[src/rtl/instruction_fetch.sv]
// instruction_fetch: single-issue fetch stage for a synchronous-read (1-cycle latency) instruction memory.
// Define DELAY_SLOT_EN to deliver the word fetched behind a taken branch (MIPS delay slot) instead of squashing it.
module instruction_fetch #(
  parameter logic [31:0] RESET_VECTOR = 32'h0000_0000
) (
  input  logic        clk,
  input  logic        rst,
  input  logic        stall,
  input  logic        redirect,
  input  logic [31:0] redirectAddress,
  output logic        memReadEnable,
  output logic [31:0] memAddress,
  input  logic [31:0] memReadData,
  output logic [31:0] instructionData,
  output logic        instructionValid,
  output logic [31:0] pc,
  output logic [31:0] nextPCAddress
);

`ifdef DELAY_SLOT_EN
  localparam logic        DELAY_SLOT  = 1'b1;
  localparam logic [31:0] LINK_OFFSET = 32'd8;
`else
  localparam logic        DELAY_SLOT  = 1'b0;
  localparam logic [31:0] LINK_OFFSET = 32'd4;
`endif

  typedef enum logic [1:0] {
    BOOT = 2'd0,
    RUN  = 2'd1,
    HOLD = 2'd2
  } state_e;

  state_e      state_q, state_d;
  logic [31:0] fetch_pc_q, fetch_pc_d;
  logic [31:0] pc_q, pc_d;
  logic [31:0] hold_word_q, hold_word_d;
  logic        squash_q, squash_d;

  logic        advance;
  logic        redirect_take;
  logic        read_en;
  logic        insn_valid;
  logic [31:0] insn_data;

  // NOTE: every signal driven here gets a default first, so no path leaves one unassigned (no latches).
  always_comb begin
    state_d     = state_q;
    fetch_pc_d  = fetch_pc_q;
    pc_d        = pc_q;
    hold_word_d = hold_word_q;
    squash_d    = 1'b0;
    advance     = 1'b0;
    insn_valid  = 1'b0;
    insn_data   = 32'h0;

    unique case (state_q)
      BOOT: begin
        state_d = RUN;
        advance = 1'b1;
      end
      RUN: begin
        insn_valid = !squash_q;
        insn_data  = squash_q ? 32'h0 : memReadData;
        // A squashed bubble is never held: stall only freezes a real instruction.
        if (stall && insn_valid) begin
          state_d     = HOLD;
          hold_word_d = memReadData;
        end else begin
          advance = 1'b1;
        end
      end
      HOLD: begin
        insn_valid = 1'b1;
        insn_data  = hold_word_q;
        if (!stall) begin
          state_d = RUN;
          advance = 1'b1;
        end
      end
      default: begin
        state_d = BOOT;
      end
    endcase

    // Stall has already blocked 'advance', so it wins over redirect.
    redirect_take = advance && insn_valid && redirect;
    read_en       = advance;

    if (advance) begin
      pc_d = fetch_pc_q;
      if (redirect_take) begin
        fetch_pc_d = {redirectAddress[31:2], 2'b00};
        squash_d   = !DELAY_SLOT;
      end else begin
        fetch_pc_d = fetch_pc_q + 32'd4;
      end
    end
  end

  // NOTE: sequential state uses non-blocking assignments so every flop samples pre-edge values.
  always_ff @(posedge clk or negedge rst) begin
    if (!rst) begin
      state_q     <= BOOT;
      fetch_pc_q  <= RESET_VECTOR;
      pc_q        <= RESET_VECTOR;
      hold_word_q <= 32'h0;
      squash_q    <= 1'b0;
    end else begin
      state_q     <= state_d;
      fetch_pc_q  <= fetch_pc_d;
      pc_q        <= pc_d;
      hold_word_q <= hold_word_d;
      squash_q    <= squash_d;
    end
  end

  // BOOT requests the reset vector, but no read may be issued while reset is still held.
  assign memReadEnable    = read_en && rst;
  assign memAddress       = fetch_pc_q;
  assign instructionData  = insn_data;
  assign instructionValid = insn_valid;
  assign pc               = pc_q;
  assign nextPCAddress    = pc_q + LINK_OFFSET;

endmodule

[config.mk]
export PLATFORM = sky130hd
export DESIGN_NAME = instruction_fetch
export DESIGN_NICKNAME = d
export VERILOG_FILES = /design/src/rtl/instruction_fetch.sv
export SDC_FILE = /design/constraint.sdc
export NUM_CORES = 1
export LEC_CHECK = 0
export ABC_AREA = 1
export ABC_CLOCK_PERIOD_IN_PS = 3700
export CORE_MARGIN = 2
export CORE_UTILIZATION = 35
export DETAILED_ROUTE_END_ITERATION = 10
export GPL_TIMING_DRIVEN = 0
export PLACE_DENSITY_LB_ADDON = 0.25
export SYNTH_ARGS = -nofsm -noshare
export SYNTH_HDL_FRONTEND = slang
export SYNTH_SLANG_ARGS = --single-unit
export TNS_END_PERCENT = 5
[constraint.sdc]
create_clock -name clk -period 3.7 [get_ports clk]
set_input_delay 0.925 -clock clk [delete_from_list [all_inputs] [get_ports clk]]
set_output_delay 0.925 -clock clk [all_outputs]
set_load 0.005 [all_outputs]
==> impl_metrics.py <==
metrics = {
    "status": {
        "status": "completed",
    },
    "yosys": {
        "synth_edf_count": 0,
        "synth_ff_type": "dfrtp_1",
        "synthDistinctLibCells": 34,
        "yosys.area_share.simple": 0.347,
        "synthTopCellsByArea": "dfrtp_1 40%, nand2_1 21%, nor2_1 6.1%, o21ai_0 5.9%, inv_1 4.2%",
        "synthesis.area_um2": 5980,
        "yosys.area.top_type_share": 0.397,
        "synth-adder-area-share": 0.0125,
        "async_flop_share": 1.00,
        "synth_top_area_cell": "dfrtp_1",
        "synth-xor-area-share": 0.0469,
        "ys_ff_latch": 95,
        "yosysSeqAreaShare": 0.397,
        "synthCells": 884,
        "muxShareOfSynthArea": 0,
        "synth.avg_cell_area_um2": 6.77,
        "synth_warnings": 0,
        "synth_compound_area_frac": 0.116,
        "synth_top_family_by_area": "simple AND/OR/NAND/NOR gates",
    },
    "clocking": {
        "clock_path_buffers": 2,
        "clk_pin_slew_ns": 0.07,
        "cts_inserted_buffers": 9,
        "cts_max_level": 3,
        "clkLatencyLatePin_ns": 0.35,
        "cts_tree": "built",
        "clkSinkCount": 95,
        "root_buffer": "clkbuf_16",
    },
    "floorplanning": {
        "die_area_um2": 18200,
        "die_w_um": 135,
        "io_pins": 198,
        "die_h_um": 135,
        "rows": 47,
        "initial_core_util": 0.359,
        "coreArea_um2": 16600,
    },
    "power_and_ir_drop": {
        "cellLeakagePower_nw": 3.68,
        "powerDensity_nw_per_um2": 770,
        "ir_drop_mv": 0.350,
    },
    "sta": {
        "setup_viol": 0,
        "slew_violations": 0,
        "rsz0062_at_grt": "no",
        "relSlewSlack": 0.608,
        "period_minus_slack_ns": 3.56,
        "worstMarginPinSlew_ns": 0.588,
        "fin_skew_ns": 0.0116,
        "fmax_ghz": 0.281,
        "finalHoldViolations": 0,
        "fin_crit_sh": 0.963,
    },
    "cells_and_area": {
        "antennaDiodeCount": 0,
        "area_delta_synth_final_pct": 42.5,
        "final_nets": 1163,
        "fill_cells": 1691,
        "post-route-util": 0.512,
        "instances_no_fill": 1314,
        "design_area_um2": 8520,
        "layout_commonest_cell": "nand2_1",
        "mostFrequentLayoutCells": "334 x nand2_1, 188 x clkdlybuf4s50_1, 97 x nor2_1, 95 x dfrtp_1, 70 x o21ai_0",
        "drive_gt1_frac": 0.0539,
    },
    "setup_path": {
        "path_max_fanout": 19,
        "cp.required_ns": 2.77,
        "setup.worst_path.class": "in -> out",
        "crit_top_cell": "clkdlybuf4s50_1",
        "crit_buf_inv": 4,
        "slowest_stage": "clkdlybuf4s50_1",
        "crit_family": "buffers and inverters",
        "path_cells": "clkdlybuf4s50_1 > inv_2 > o21ai_1 > nand2_1 > nand2_4 > buf_8 > nor2_1 > clkdlybuf4s50_1",
        "cp-end-kind": "output port",
        "cp_slowest_stage_delay_ns": 0.52,
        "arrival_ns": 2.64,
        "cp-start-kind": "primary input",
    },
    "drt": {
        "drcViolationCount": 0,
        "drt_pass1_iterations": 5,
        "drtIter0Drc": 425,
        "route.final.wire_length_mm": 20.1,
        "drtAntennaViolNets": 0,
        "viasPerCell": 4.86,
        "post_drt_wl_per_cell_um": 15.3,
        "vias": 6380,
    },
    "global_route": {
        "first_global_vias": 5927,
        "antenna_found_initial": 0,
        "gr-total-overflow": 0,
        "track_usage": 0.223,
        "grt_pass1_wl_mm": 31.8,
        "grt_max_degree": 64,
    },
    "place": {
        "io_buffer_count": 189,
        "place_congestion": 0.928,
        "dp_hpwl_mm": 15.7,
        "placed_area_um2": 8190,
        "placed_cells": 1299,
    },
    "hold_path": {
        "hold_class": "reg -> reg",
    },
    "flow_run": {
        "maxCapViolCount": 0,
    },
}
-- stage by stage --
step                      hold WS [ns]  total power [mW]  TNS, ns  setup WS (ns)
after floorplan                  0.453              3.71        0           1.11
after global placement           0.466              5.49  -192.13          -2.71
after detailed placement         0.475              5.55   -0.114         -0.114
after CTS                        0.491              6.57        0         0.0372
after global routing             0.506              7.09        0       0.000310
final                            0.488              6.56        0          0.135
-- routing by layer --
layer  vias up  part of all wire  wire [um]  track usage
li1       3202                 -          -            -
met1      2937              0.45       8990        0.301
met2       225              0.47       9400        0.364
met3        16             0.073       1480       0.0454
met4         0             0.013        257       0.0585
met5         -                 0          0            0
-- cells by family (layout without fill, tap and decap cells) --
kind of cell             after synthesis  in the layout
flip-flops                            95             95
other                                  1              6
AO/OA/AOI/OAI                        134            134
AND/OR/NAND/NOR                      505            505
XOR/XNOR                              32             32
adder cells (fa/ha/maj)                6              6
buffers and inverters                111            316
-- flip-flops by register name, indices dropped and copies added, names as in the netlist --
signal       count
squash_q         1
state_q          2
hold_word_q     32
memAddress      30
pc              30
-- timing repair --
| item | in CTS | in global routing |
|---|---|---|
| pin swaps | 0 | 0 |
| gates resized for setup | 0 | 3 |
| endpoints found under the setup margin | 1 | 1 |
| hold buffers | 0 | 0 |
| buffers inserted | 0 | 0 |
-- worst register-to-register path, delay by kind of cell (launching register included) --
kind / cells / cell delay, ns
AND/OR/NAND/NOR: 6 / 0.65
buffers and inverters: 4 / 0.56
flip-flops: 1 / 0.38
adder cells (fa/ha/maj): 1 / 0.19
AO/OA/AOI/OAI: 1 / 0.15
-- power by group --
| group | leakage [nW] | internal, mW | total, mW | switching [mW] |
|---|---|---|---|---|
| clock network | 0.153 | 0.614 | 1.03 | 0.411 |
| logic | 2.31 | 1.65 | 3.54 | 1.88 |
| registers | 1.21 | 1.48 | 2.00 | 0.516 |
| total | 3.68 | 3.75 | 6.56 | 2.81 |
-- Yosys cell counts (3+ instances only) --
cell / number
nand2_1: 334
ha_1: 6
nor2_2: 5
nand4_1: 7
xnor2_1: 8
nor2_1: 97
clkbuf_1: 14
buf_2: 10
buf_4: 11
nor3_1: 10
o21a_1: 4
dfrtp_1: 95
inv_2: 6
o21ai_1: 18
a21oi_1: 37
o21ai_0: 70
o211ai_1: 3
xor2_1: 24
inv_1: 67
nand3_1: 39
-- worst paths after layout --
path | start | endpoint | slack (ns) | depth (start not counted)
hold reg to reg | hold_word_q[11] | hold_word_q[11] | 0.49 | 2
hold / removal | hold_word_q[11] | hold_word_q[11] | 0.49 | 2
min in group asynchronous | rst | hold_word_q[29] | 0.52 | 1
max in group asynchronous | rst | pc[16] | 2.47 | 2
setup reg to reg | state_q[0] | memAddress[24] | 1.64 | 12
setup / recovery | stall | memReadEnable | 0.14 | 8
-- area by class of cell --
type                    count  area [um2]  share of cell area
clock inverters             4        76.3             0.00895
flip-flops and latches     95        2380               0.279
multi-input cells         683        3150               0.370
plain buffers              37         206              0.0242
clock buffers              12         246              0.0289
inverters                  73         274              0.0321
well taps                 220         275              0.0323
repair buffers            190        1920               0.225
Power figures use the tool's default switching activity.
